<file path="config.mk">
export PLATFORM = sky130hd
export DESIGN_NAME = stitch_pipeline_hs
export DESIGN_NICKNAME = d
export VERILOG_FILES = /design/src/rtl/stitch_pipeline_hs.sv
export SDC_FILE = /design/constraint.sdc
export NUM_CORES = 1
export LEC_CHECK = 0
export CAP_MARGIN = 5
export CORE_UTILIZATION = 53
export DETAILED_ROUTE_END_ITERATION = 12
export MAX_ROUTING_LAYER = met4
export PLACE_DENSITY = 0.89
export SKIP_LAST_GASP = 1
export SLEW_MARGIN = 20
export SYNTH_ARGS = -nofsm -noshare
export SYNTH_HDL_FRONTEND = slang
export SYNTH_SLANG_ARGS = --single-unit
export TNS_END_PERCENT = 20
</file>
<file path="constraint.sdc">
create_clock -name clk -period 3.3 [get_ports clk]
set_input_delay 0.66 -clock clk [delete_from_list [all_inputs] [get_ports clk]]
set_output_delay 0.66 -clock clk [all_outputs]
set_load 0.005 [all_outputs]
</file>
<file path="src/rtl/stitch_pipeline_hs.sv">
// Stitched add-per-stage pipeline with valid/ready handshake, bubble collapsing,
// synchronous flush and an occupancy counter.
module stitch_pipeline_hs #(
  parameter int               WIDTH      = 32,
  parameter int               NUM_STAGES = 2,
  parameter logic [WIDTH-1:0] STAGE_ADD  = {WIDTH{1'b0}}
) (
  input  logic                              clk,
  input  logic                              rst,
  input  logic                              flush,
  input  logic [WIDTH-1:0]                  in_data,
  input  logic                              in_valid,
  output logic                              in_ready,
  output logic [WIDTH-1:0]                  out_data,
  output logic                              out_valid,
  input  logic                              out_ready,
  output logic [$clog2(NUM_STAGES+1)-1:0]   occupancy
);

  localparam int OCC_W = $clog2(NUM_STAGES + 1);

  logic [WIDTH-1:0]      r_data [NUM_STAGES];
  logic [NUM_STAGES-1:0] r_valid;
  logic [OCC_W-1:0]      r_occ;

  logic [NUM_STAGES-1:0] w_adv;
  logic [NUM_STAGES-1:0] w_valid_nxt;
  logic [OCC_W-1:0]      w_occ_nxt;
  logic                  w_in_acc;
  logic                  w_out_acc;

  // Advance chain: a stage moves if the consumer drains or any stage at or after it is empty.
  always_comb begin : adv_chain
    logic l_chain;
    l_chain = out_ready;
    w_adv   = {NUM_STAGES{1'b0}};
    for (int k = NUM_STAGES - 1; k >= 0; k--) begin
      l_chain  = l_chain || !r_valid[k];
      w_adv[k] = l_chain;
    end
  end

  // Handshake qualifiers seen by the producer and the consumer.
  always_comb begin
    in_ready  = w_adv[0] && !flush && !rst;
    w_in_acc  = in_valid && in_ready;
    w_out_acc = r_valid[NUM_STAGES-1] && out_ready;
  end

  // Next valid bits: flush empties every stage, otherwise advancing stages take their predecessor.
  always_comb begin
    w_valid_nxt = r_valid;
    if (flush) begin
      w_valid_nxt = {NUM_STAGES{1'b0}};
    end else begin
      if (w_adv[0]) begin
        w_valid_nxt[0] = w_in_acc;
      end else begin
        w_valid_nxt[0] = r_valid[0];
      end
      for (int k = 1; k < NUM_STAGES; k++) begin
        if (w_adv[k]) begin
          w_valid_nxt[k] = r_valid[k-1];
        end else begin
          w_valid_nxt[k] = r_valid[k];
        end
      end
    end
  end

  // Occupancy tracks accepts minus drains; a simultaneous pair leaves it unchanged.
  always_comb begin
    w_occ_nxt = r_occ;
    if (flush) begin
      w_occ_nxt = {OCC_W{1'b0}};
    end else begin
      case ({w_in_acc, w_out_acc})
        2'b10:   w_occ_nxt = r_occ + OCC_W'(1'b1);
        2'b01:   w_occ_nxt = r_occ - OCC_W'(1'b1);
        default: w_occ_nxt = r_occ;
      endcase
    end
  end

  // Stage registers; data is never cleared by flush, only by reset.
  always_ff @(posedge clk) begin
    if (rst) begin
      for (int k = 0; k < NUM_STAGES; k++) begin
        r_data[k] <= {WIDTH{1'b0}};
      end
      r_valid <= {NUM_STAGES{1'b0}};
      r_occ   <= {OCC_W{1'b0}};
    end else begin
      if (w_adv[0]) begin
        r_data[0] <= in_data + STAGE_ADD;
      end
      for (int k = 1; k < NUM_STAGES; k++) begin
        if (w_adv[k]) begin
          r_data[k] <= r_data[k-1] + STAGE_ADD;
        end
      end
      r_valid <= w_valid_nxt;
      r_occ   <= w_occ_nxt;
    end
  end

  assign out_valid = r_valid[NUM_STAGES-1];
  assign out_data  = r_data[NUM_STAGES-1];
  assign occupancy = r_occ;

endmodule

</file>
==> results of run 1 <==
worst max-delay path, delay by kind of cell:
family / cells / cell delay [ns]
buffers and inverters: 2 / 1.05
AND/OR/NAND/NOR: 2 / 0.46
kinds of logic (layout without fill, tap and decap cells):
group                      Yosys count  in the layout  share of synthesized area
AOI/OAI and AO/OA                    4              4                    0.00850
xor gates and xnor gates             2              2                    0.00595
adders and majority gates            1              1                    0.00425
buffers and inverters               39             91                      0.106
DFF                                 68             68                      0.680
and+or+nand+nor                     75             75                      0.195
worst paths after layout:
check	startpoint	end	slack, ns
worst max register to register	r_valid[1]$_SDFFE_PP0P_	occupancy[1]$_SDFFE_PP0P_	1.49
worst min-delay path	occupancy[1]$_SDFFE_PP0P_	occupancy[1]$_SDFFE_PP0P_	0.49
worst max-delay path	out_ready	in_ready	0.46
worst min register to register	occupancy[1]$_SDFFE_PP0P_	occupancy[1]$_SDFFE_PP0P_	0.49
sequential cells by signal, summed over array words and instances (netlist names):
| signal | cells |
|---|---|
| r_valid | 2 |
| occupancy | 2 |
| r_data | 64 |
per-layer routing:
| metal | global-route usage | vias up | part of all wire |
|---|---|---|---|
| met4 | 0.110 | 0 | 0.039 |
| li1 | - | 704 | - |
| met5 | - | - | 0 |
| met3 | 0.0359 | 15 | 0.043 |
| met1 | 0.130 | 611 | 0.35 |
| met2 | 0.257 | 47 | 0.57 |
synth_stat cells, drive strengths merged:
library cell,number
ha,1
nand3b,1
or3,1
buf,38
nor2,2
o21ai,1
xor2,1
nand4b,1
xnor2,1
nand2,1
and3b,1
inv,1
and2,65
edfxtp,64
dfxtp,4
a21boi,1
a21oi,1
nor3,3
o21a,1
per-stage QoR:
step	std cells	total power [W]	setup WS, ns	hold WS, ns
3_5_place_dp	295	0.00115	0.475	0.482
3_3_place_gp	295	0.00115	0.534	0.467
6_report	311	0.00173	0.463	0.486
2_1_floorplan	189	0.00109	1.02	0.473
5_1_grt	311	0.00179	0.392	0.531
4_1_cts	311	0.00175	0.457	0.492
report_power, final:
group | leakage [nW] | total, W | switching [W] | internal (W)
registers | 0.785 | 0.000990 | 0.00000907 | 0.000981
logic | 0.558 | 0.000141 | 0.0000383 | 0.000103
clock network | 0.0941 | 0.000600 | 0.000269 | 0.000331
final cells by class:
class,count,area (um^2)
clock buffer,14,173
clock inverter,2,8.76
fill,374,1600
inverter,1,3.75
multi-input combinational,82,631
sequential,68,2000
tap,70,87.6
timing repair buffer,74,736
==> metrics.md, run 1 <==
| Metric | Value |
|---|---|
| Outcome | `completed` |
| Highest net fanout along the worst path | `3` |
| Worst-Skew Late Latency | `0.33 ns` |
| Final wirelength | `3540 um` |
| CTS buffer count | `9` |
| Final instance area | `0.00364 mm^2` |
| Row count | `26` |
| CP endpoint kind | `primary output` |
| Clock transition at the registers of the reported paths | `0.06 ns` |
| First-pass GRT wire length | `5930 um` |
| Hold Crit Class | `reg2reg` |
| CP startpoint kind | `primary input` |
| # setup viols final | `0` |
| MaxCap Viol Count | `0` |
| Io pins | `73` |
| Worst rel slew slack | `0.551` |
| Aggregate global routing overflow | `0` |
| Drt drc | `0` |
| RSZ-0062 raised after global routing | `no` |
| Slowest stage delay, CP | `0.56 ns` |
| Synth area leaders | `edfxtp_1 65%, and2_4 10%, buf_4 8.2%` |
| Layout cells sized above 1 | `0.232` |
| CP cell instances | `clkdlybuf4s50_1 -> and3b_4 -> nor3_1 -> clkdlybuf4s50_1` |
| Maximum vdd drop | `0.292 mV` |
| Critical path class | `in2out` |
| Mapped Area | `0.00294 mm^2` |
| Hold depth | `2` |
| Final nets | `274` |
| Initial antenna violation count | `0` |
| Fmax | `0.352 GHz` |
| Crit path arrival time | `2.18 ns` |
| Core ar. | `0.00524 mm^2` |
| DR pass1 iterations | `4` |
| Critical-path top delay cell | `clkdlybuf4s50_1` |
| Setup TNS Final | `0 ns` |
| Distinct cells, synth | `23` |
| Yosys reg bits | `68` |
| Chip height | `76.5 um` |
| Worst-margin pin slew | `0.673 ns` |
| Max Slew Vio Count | `0` |
| Dpl hpwl | `2380 um` |
| Leakage | `1.44 nW` |
| Clk root buf | `clkbuf_8` |
| Area Overhead vs Synth | `23.7%` |
| Top cell type's share of synthesized area | `0.653` |
| Post-CTS Setup Bufs | `0` |
| Die W | `76.5 um` |
| Vias in the first global route | `1,320` |
| # diodes | `0` |
| Clk buf depth | `2` |
| Overall Global Routing Usage | `0.144` |
| Post-cts resize count | `0` |
| GPL Wtd Cong | `0.720` |
| Final Hold Violating Endpoints | `0` |
| Worst EP required | `2.64 ns` |
| DRT iter0 DRCs | `73` |
| Most common cell after layout, fill and taps aside | `clkdlybuf4s50_1` |
| YS warnings | `0` |
| Hold-fix buffers, CTS | `0` |
| Area leader, netlist | `edfxtp_1` |
| Min Tclk post-route | `2.84 ns` |
| Syn Nets | `227` |
| Worst R2R Path Depth | `6` |
| Pwr/cell area | `475 mW/mm^2` |
| Post-detailed-route count of antenna-violating nets | `0` |
| Most frequent cells in the layout | `72 x clkdlybuf4s50_1, 64 x edfxtp_1, 34 x and2_4` |
| Crit-path most repeated cell | `clkdlybuf4s50_1` |
| PortBufs | `72` |
| Die area | `0.00586 mm^2` |
| Via/cell ratio | `4.43` |
| Via count | `1,377` |
| H-tree Lvls | `3` |
| Max Clock Skew | `0.00684 ns` |
| Avg Inst Size Synth | `15.6 um^2` |
| CTS tree | `yes` |
| Initial Util | `0.562` |
| Area after DPL | `0.00346 mm^2` |
| Register area share after synthesis | `0.680` |
| Routed WL per cell | `11.4 um` |
| Largest net degree at the start of global routing | `65` |
| Clk sinks | `68` |
| Post-Route Utilization | `0.695` |
| Post-Synthesis Cells | `189` |
| Final period util | `0.860` |
No activity file was read; power rests on OpenSTA's default activity.
==> run 2, diff against run 1 <==
--- a/config.mk
+++ b/config.mk
@@ -6,12 +6,11 @@
 export NUM_CORES = 1
 export LEC_CHECK = 0
 export CAP_MARGIN = 5
-export CORE_UTILIZATION = 53
+export CORE_UTILIZATION = 44
 export DETAILED_ROUTE_END_ITERATION = 12
 export MAX_ROUTING_LAYER = met4
-export PLACE_DENSITY = 0.89
+export PLACE_DENSITY = 0.79
 export SKIP_LAST_GASP = 1
-export SLEW_MARGIN = 20
 export SYNTH_ARGS = -nofsm -noshare
 export SYNTH_HDL_FRONTEND = slang
 export SYNTH_SLANG_ARGS = --single-unit
==> constraint.sdc (replaced) <==
create_clock -name clk -period 2.6 [get_ports clk]
set_input_delay 0.52 -clock clk [delete_from_list [all_inputs] [get_ports clk]]
set_output_delay 0.52 -clock clk [all_outputs]
set_load 0.005 [all_outputs]
==> metrics.md, run 2 (same netlist as run 1, synthesis figures left out) <==
| Metric | Value |
|---|---|
| Outcome | `finished, violations left` |
| Failing checks | `design-rule violations` |
| GPL Wtd Cong | `0.660 (-8.3%)` |
| Final instance area | `0.00366 mm^2 (+0.48%)` |
| Chip height | `83.8 um (+9.5%)` |
| CP endpoint kind | `primary output` |
| Setup TNS Final | `0 ns (unchanged)` |
| Min Tclk post-route | `2.43 ns` |
| # diodes | `0 (unchanged)` |
| CP startpoint kind | `primary input` |
| Max reg flops | `64 (unchanged)` |
| Row count | `29 (+12%)` |
| Via/cell ratio | `4.44 (+0.28%)` |
| Leakage | `1.44 nW (+0.18%)` |
| Routed WL per cell | `12.6 um (+11%)` |
| Critical-path top delay cell | `clkdlybuf4s50_1` |
| Max Clock Skew | `0.00727 ns (+0.000429 ns)` |
| Clk buf depth | `2 (unchanged)` |
| Largest net degree at the start of global routing | `65 (unchanged)` |
| Most common cell after layout, fill and taps aside | `clkdlybuf4s50_1` |
| Most frequent cells in the layout | `72 x clkdlybuf4s50_1, 64 x edfxtp_1, 34 x and2_4` |
| Die area | `0.00702 mm^2 (+20%)` |
| Io pins | `73 (unchanged)` |
| Worst-Skew Late Latency | `0.34 ns (about the same)` |
| CP cell instances | `clkdlybuf4s50_1 -> and3b_4 -> nor3_2 -> clkdlybuf4s50_1` |
| Post-CTS Setup Bufs | `0 (unchanged)` |
| Drt drc | `14 (+14)` |
| Maximum vdd drop | `0.300 mV (+2.6%)` |
| Core ar. | `0.00642 mm^2 (+23%)` |
| H-tree Lvls | `3 (unchanged)` |
| Hold Crit Class | `reg2reg` |
| Final nets | `276 (+0.73%)` |
| Clock transition at the registers of the reported paths | `0.06 ns (about the same)` |
| Layout cells sized above 1 | `0.237 (+0.00415)` |
| PortBufs | `72 (unchanged)` |
| Clk sinks | `68 (unchanged)` |
| DRT iter0 DRCs | `68 (-6.8%)` |
| Hold-fix buffers, CTS | `0 (unchanged)` |
| Fmax | `0.411 GHz` |
| Initial Util | `0.458 (-0.104)` |
| # setup viols final | `0 (unchanged)` |
| Highest net fanout along the worst path | `3 (unchanged)` |
| Vias in the first global route | `1,431 (+8.4%)` |
| Worst rel slew slack | `0.534 (-0.0171)` |
| First-pass GRT wire length | `6700 um (+13%)` |
| Final Hold Violating Endpoints | `0 (unchanged)` |
| Crit-path most repeated cell | `clkdlybuf4s50_1` |
| Area after DPL | `0.00348 mm^2 (+0.69%)` |
| Crit path arrival time | `1.91 ns (-0.27 ns)` |
| Final period util | `0.937` |
| Pwr/cell area | `606 mW/mm^2 (+27%)` |
| Dpl hpwl | `2630 um (+11%)` |
| Critical path class | `in2out` |
| Slowest stage delay, CP | `0.53 ns (-0.03 ns)` |
| Via count | `1,412 (+2.5%)` |
| Initial antenna violation count | `0 (unchanged)` |
| MaxCap Viol Count | `0 (unchanged)` |
| Largest Register | `r_data` |
| Final wirelength | `4000 um (+13%)` |
| Area Overhead vs Synth | `24.3%` |
| CTS tree | `yes` |
| Post-detailed-route count of antenna-violating nets | `0 (unchanged)` |
| Worst EP required | `2.08 ns (-0.56 ns)` |
| Overall Global Routing Usage | `0.133 (-0.0110)` |
| Max Slew Vio Count | `0 (unchanged)` |
| DR pass1 iterations | `8 (+4)` |
| Fillers | `540 (+44%)` |
| RSZ-0062 raised after global routing | `no` |
| Die W | `83.8 um (+9.5%)` |
| Worst-margin pin slew | `0.699 ns (+0.0257 ns)` |
| CTS buffer count | `9 (unchanged)` |
| Aggregate global routing overflow | `0 (unchanged)` |
| Clk root buf | `clkbuf_8` |
## run 2: cell types whose count changed in the layout (fill, tap and decap cells not counted)
cell       change
bufinv_16      +1
buf_4          +2
clkbuf_8       -3
clkbuf_1       -1
nor3_2         +1
nor3_1         -1
clkinv_1       +1
## run 2: timing repair
action,in CTS,in global routing
endpoints found under the hold margin,0,0
endpoints found under the setup margin,0,1
gates resized for setup,0,1
## run 2: metrics by stage
step	std cells	util	power [W]	hold slack, ns	setup WS (ns)
6_report	318	0.570	0.00222	0.489	0.165
3_3_place_gp	304	0.542	0.00146	0.471	0.114
4_1_cts	318	0.569	0.00224	0.496	0.0842
2_1_floorplan	189	-	0.00139	0.473	0.463
5_1_grt	318	0.570	0.00231	0.522	0.0772
3_5_place_dp	304	0.542	0.00146	0.487	0.105
## run 2: final cells by class
| type | instances | area, um^2 | share of cell area |
|---|---|---|---|
| flip-flops and latches | 68 | 2000 | 0.547 |
| well taps | 77 | 96.3 | 0.0263 |
| repair buffers | 76 | 751 | 0.205 |
| clock inverters | 4 | 42.5 | 0.0116 |
| clock buffers | 10 | 128 | 0.0349 |
| multi-input cells | 82 | 636 | 0.174 |
| inverters | 1 | 3.75 | 0.00103 |
## run 2: report_power, final
| part | internal (W) | total [W] | switching [W] |
|---|---|---|---|
| sequential | 0.00124 | 0.00126 | 0.0000126 |
| clock | 0.000424 | 0.000778 | 0.000354 |
| combinational | 0.000132 | 0.000181 | 0.0000492 |
## run 2: worst max-delay path, delay by kind of cell
family	cells	cell delay [ns]
buf+inv	2	1.02
simple gates	2	0.38
## run 2: final timing paths
kind / start / endpoint / cells after the start / slack (ns)
setup / recovery: out_ready / in_ready / 4 / 0.17
hold / removal: occupancy[1]$_SDFFE_PP0P_ / occupancy[1]$_SDFFE_PP0P_ / 2 / 0.49
setup reg to reg: r_valid[1]$_SDFFE_PP0P_ / occupancy[1]$_SDFFE_PP0P_ / 6 / 0.91
hold reg to reg: occupancy[1]$_SDFFE_PP0P_ / occupancy[1]$_SDFFE_PP0P_ / 2 / 0.49
## run 2: layer usage
metal  share of wire  global-route usage  up-vias
met1            0.40               0.144      650
met3           0.048              0.0376        6
li1                -                   -      709
met4           0.020              0.0846        0
met2            0.53               0.215       47
met5               0                   -        -
==> run 3, diff against run 2 <==
--- a/config.mk
+++ b/config.mk
@@ -10,7 +10,6 @@
 export DETAILED_ROUTE_END_ITERATION = 12
 export MAX_ROUTING_LAYER = met4
 export PLACE_DENSITY = 0.79
-export SKIP_LAST_GASP = 1
 export SYNTH_ARGS = -nofsm -noshare
 export SYNTH_HDL_FRONTEND = slang
 export SYNTH_SLANG_ARGS = --single-unit
==> results of run 3 <==
No change in the layout: final DEF, timing and power equal those of run 2.
==> edit 1: new RTL, settings of run 2 <==
`NUM_STAGES`: 2 -> 1.
--- a/src/rtl/stitch_pipeline_hs.sv
+++ b/src/rtl/stitch_pipeline_hs.sv
@@ -3,5 +3,5 @@
 module stitch_pipeline_hs #(
   parameter int               WIDTH      = 32,
-  parameter int               NUM_STAGES = 2,
+  parameter int               NUM_STAGES = 1,
   parameter logic [WIDTH-1:0] STAGE_ADD  = {WIDTH{1'b0}}
 ) (
Interface: changed (resized occupancy); port bits go from 73 to 72. No check against the original RTL was run, so the function may have changed too.
==> edit 1 against run 2 <==
- routed wire length down 37%
- non-clock buffer count decreased by 4
- sequential cell count fell by 34
- global-route usage up 4.1 points
- setup slack better by 0.11 ns
- final cell count fell by 37%
- power fell by 50%
- fmax increased by 4.9%
- design area is 40% lower
- first-iteration DRC count is 79% lower
- area after synthesis down 52%
- critical endpoint unchanged
- largest cell class unchanged
==> edit 1: results (changes against run 2) <==
- Largest register FFs: 32 (was 64)
- Worst reg-to-reg setup slack: 1.21 ns (was 0.91 ns)
- Routability cong.: 0.659 (was 0.660)
- DR vias/cell: 4.43 (was 4.44)
- GRT Total Usage: 0.174 (was 0.133)
- Min-delay src: occupancy (was occupancy[1])
- Seq/Total Area, Yosys: 0.714 (was 0.680)
- Leak: 0.856 nW (was 1.44 nW)
- Syn nets: 117 (was 227)
- Clock Tree Root: clkbuf_4 (was clkbuf_8)
- Reg2reg start: out_valid (was r_valid[1])
- Clock latency on the worst-skew pair: 0.33 ns
- CP delay by family, top: buffers and inverters (unchanged)
- Biggest register: r_data (unchanged)
- Critical path data arrival time: 1.80 ns (was 1.91 ns)
- Worst-path maximum fanout: 5 (was 3)
- Status: complete, no violations (was complete, but fails checks)
- Number of buffers created by CTS: 5 (was 9)
- Share of layout cells above drive strength 1: 0.268 (was 0.237)
- Hpwl dp: 1840 um (was 2630 um)
- DRT Wirelength: 2540 um (was 4000 um)
- Nets: 193 (was 276)
- Worst vdd ir: 321 uV (was 300 uV)
- Cell count after synthesis: 80 (was 189)
- Net Sw Frac: 0.197 (was 0.187)
- Drt wl/cell: 12.6 um (about the same)
- Htree depth: 2 (was 3)
- Synth unique cells: 14 (was 23)
- Max_slew headroom: 0.540 (was 0.534)
- Worst Hold End: occupancy (was occupancy[1])
- Pin count of the biggest net entering global routing: 33 (was 65)
- First-pass iteration count of the detailed router: 3 (was 8)
- Hold WC Path Type: flip-flop to flip-flop (unchanged)
- Worst Clk Skew: 0.00464 ns (was 0.00727 ns)
- Worst-path clk slew: 0.09 ns (was 0.06 ns)
- WHS Path Cells: 2 (unchanged)
- Worst reg2reg path depth: 3 (was 6)
- Iter 0 DRT Violations: 14 (was 68)
- Asr flop ratio synth: 0 (unchanged)
- First-pass GRT wire length: 3970 um (was 6700 um)
- Top post-synthesis cells by count: edfxtp_1 (32), and2_4 (30), buf_6 (3), nor3_1 (3) (was edfxtp_1 (64), and2_4 (34), buf_4 (32))
- Synth warn: 0 (unchanged)
- Top cells by area, synth: edfxtp_1 (69%), and2_4 (19%), dfxtp_1 (2.9%) (was edfxtp_1 (65%), and2_4 (10%), buf_4 (8.2%))
- Post-synth EDFFs: 32 (was 64)
- Ant diodes: 0 (unchanged)
- I/O Buffers: 71 (was 72)
- Initial antenna violation count: 0 (unchanged)
- R2R Path End: r_data[0][31] (was occupancy[1])
- Vias in the first global route: 893 (was 1,431)
==> edit 1: cell types whose count changed after synthesis, moves of 2 or more <==
cell	run 2	this run
and2_1	26	0
edfxtp_1	64	32
buf_4	32	0
dfxtp_1	4	2
and2_2	5	2
buf_6	6	3
and2_4	34	30
==> edit 1: worst max path at each step <==
stage                          from           end  slack [ns]  depth (start not counted)
after floorplan           out_ready  r_data[0][0]        0.87                          2
after global placement          rst      in_ready        0.31                          3
after detailed placement        rst      in_ready        0.29                          3
after CTS                       rst      in_ready        0.27                          3
after global routing            rst      in_ready        0.20                          3
final                           rst      in_ready        0.28                          3
==> edit 1: power groups by stage <==
stage / Combinational (mW) / Sequential [mW] / Clock, mW
after detailed placement: 0.194 / 0.658 / 0
after global routing: 0.205 / 0.647 / 0.294
after CTS: 0.195 / 0.645 / 0.275
final: 0.192 / 0.644 / 0.266
after floorplan: 0.0599 / 0.662 / 0
after global placement: 0.191 / 0.656 / 0
==> edit 1: cells by family (layout without fill, tap and decap cells) <==
group                  count (synthesis)  count (layout)  synth area share
and+or+nand+nor                       42              42             0.259
DFF                                   34              34             0.714
buffers and inverters                  3              80            0.0241
AOI/OAI and AO/OA                      1               1           0.00356
==> edit 1: cell type report <==
cell class,count,area [sq um]
fillers,217,837
repair buffers,72,718
well taps,44,55.1
multi-input cells,43,368
clock buffers,8,48.8
flip-flops and latches,34,1000
==> edit 1: through the flow <==
step	setup slack (ns)	hold slack, ns	utilization	cell area [sq um]
after global routing	0.198	0.676	0.724	2190
after CTS	0.270	0.611	0.724	2190
after global placement	0.308	0.578	0.707	2140
after detailed placement	0.287	0.598	0.707	2140
after floorplan	0.868	0.579	-	1400
final	0.280	0.613	0.724	2190
==> edit 1: worst reg2reg max path, delay by kind of cell (launching register included) <==
kind,cells,cell delay (ns)
flip-flops,1,0.34
AND/OR/NAND/NOR,3,0.94
==> edit 1: routing by layer <==
| metal | share of wire | track usage | up-vias |
|---|---|---|---|
| li1 | - | - | 431 |
| met3 | 0.073 | 0.0462 | 9 |
| met4 | 0.031 | 0.122 | 0 |
| met1 | 0.35 | 0.163 | 407 |
| met2 | 0.54 | 0.305 | 43 |
| met5 | 0 | - | - |
==> edit 2: new RTL, flow settings as in run 2 <==
Without the edit above. Make the reset (`rst`) asynchronous in one clocked block.
--- a/src/rtl/stitch_pipeline_hs.sv
+++ b/src/rtl/stitch_pipeline_hs.sv
@@ -84,5 +84,5 @@
 
   // Stage registers; data is never cleared by flush, only by reset.
-  always_ff @(posedge clk) begin
+  always_ff @(posedge clk or posedge rst) begin
     if (rst) begin
       for (int k = 0; k < NUM_STAGES; k++) begin
Formal check against the unedited RTL: differs if rst is asserted again (counterexample within 4 cycles, from zero or initial values and one cycle with rst high); with rst held inactive, the same outputs for 10 cycles.
==> edit 2 against run 2 <==
- the run still ends with DRC left
- largest cell class unchanged
- routed wire length grew 30%
- critical endpoint unchanged
- clock skew grew 0.0035 ns
- sequential cell count is the same
- register-to-register slack is essentially flat
- sequential share of layout area shrank 9.5 points
- design area grew 2.8%
- area after synthesis grew 0.59%
- power grew 6.1%
- setup slack gained 0.015 ns
==> edit 2: results (changes against run 2) <==
- Post-synthesis mux area share: 0.166 (was 0)
- Hpwl dp: 3320 um (was 2630 um)
- Worst Clk Skew: 0.0108 ns (was 0.00727 ns)
- DRT Wirelength: 5190 um (was 4000 um)
- Drt wl/cell: 13.5 um (was 12.6 um)
- Share of layout cells above drive strength 1: 0.178 (was 0.237)
- GRT Total Usage: 0.167 (was 0.133)
- Pin count of the biggest net entering global routing: 69 (was 65)
- Iter 0 DRT Violations: 123 (was 68)
- Synth Area in Compound Gates: 0.00845 (was 0.00850)
- Post-synth top flop: dfrtp_1 (was edfxtp_1)
- Leak: 1.84 nW (was 1.44 nW)
- Top cells by area, synth: dfrtp_1 (57%), mux2_4 (15%), nand2_1 (12%) (was edfxtp_1 (65%), and2_4 (10%), buf_4 (8.2%))
- Top post-synthesis cells by count: nand2_1 (97), dfrtp_1 (68), buf_4 (33) (was edfxtp_1 (64), and2_4 (34), buf_4 (32))
- Worst vdd ir: 415 uV (was 300 uV)
- Nets: 341 (was 276)
- Worst-path maximum fanout: 4 (was 3)
- Adder-cell share of the synthesized area: 0 (was 0.00425)
- DRC: 10 (was 14)
- Max_slew headroom: 0.752 (was 0.534)
- Seq/Total Area, Yosys: 0.575 (was 0.680)
- Post-place setup slack: 0.167 ns (was 0.105 ns)
- Synth unique cells: 19 (was 23)
- Clock period minus worst slack: 2.42 ns (was 2.43 ns)
- Syn nets: 295 (was 227)
- Status: complete, but fails checks (unchanged)
- Asr flop ratio synth: 1.00 (was 0)
- Failing checks: DRC (unchanged)
[edit 2: changes by cell type after synthesis, moves of 26 or more]
cell      change
nand2_1      +96
dfrtp_1      +68
edfxtp_1     -64
and2_4       -34
mux2_4       +29
and2_1       -26
[edit 2: power groups by stage]
stage / clock (mW) / sequential, mW / combinational, mW
floorplan: 0 / 1.17 / 0.150
global placement: 0 / 1.18 / 0.250
detailed placement: 0 / 1.18 / 0.257
CTS: 0.964 / 1.16 / 0.258
global route: 1.02 / 1.17 / 0.276
finish: 0.940 / 1.16 / 0.252
[edit 2: through the flow]
| step | hold slack (ns) | total power, mW | utilization |
|---|---|---|---|
| floorplan | 0.440 | 1.32 | - |
| global placement | 0.448 | 1.43 | 0.552 |
| detailed placement | 0.455 | 1.44 | 0.552 |
| CTS | 0.471 | 2.38 | 0.586 |
| global route | 0.489 | 2.47 | 0.586 |
| finish | 0.465 | 2.35 | 0.586 |
[edit 2: area by class of cell]
type	instances	area, sq um
fillers	543	2660
flip-flops and latches	68	1700
multi-input cells	147	960
repair buffers	77	783
clock buffers	12	145
well taps	77	96.3
clock inverters	4	72.6
inverters	1	3.75
[edit 2: worst max-delay path, delay by kind of cell]
family                 cells  cell delay [ns]
AO/OA/AOI/OAI              1             0.22
AND/OR/NAND/NOR            1             0.06
buffers and inverters      2             1.10
[edit 2: path summary, 6_finish.rpt]
path,endpoint,cells after the start,startpoint
max,in_ready,4,out_ready
min,out_data[11],2,out_data[11]
max reg2reg,r_data[62],5,r_valid[1]
min reg2reg,out_data[11],2,out_data[11]
max in group asynchronous,r_data[35],3,rst
min in group asynchronous,r_data[60],3,rst
[edit 2: kinds of logic after synthesis]
group / Yosys count
AND/OR/NAND/NOR: 108
flip-flops: 68
buffers and inverters: 43
multiplexers: 34
AO/OA/AOI/OAI: 4
XOR/XNOR: 1
[edit 2: metal layers]
metal | track usage | wire length, um | up-vias
li1 | - | - | 870
met1 | 0.205 | 2330 | 866
met2 | 0.261 | 2590 | 40
met3 | 0.0465 | 204 | 6
met4 | 0.0705 | 70 | 0
met5 | - | 0 | -
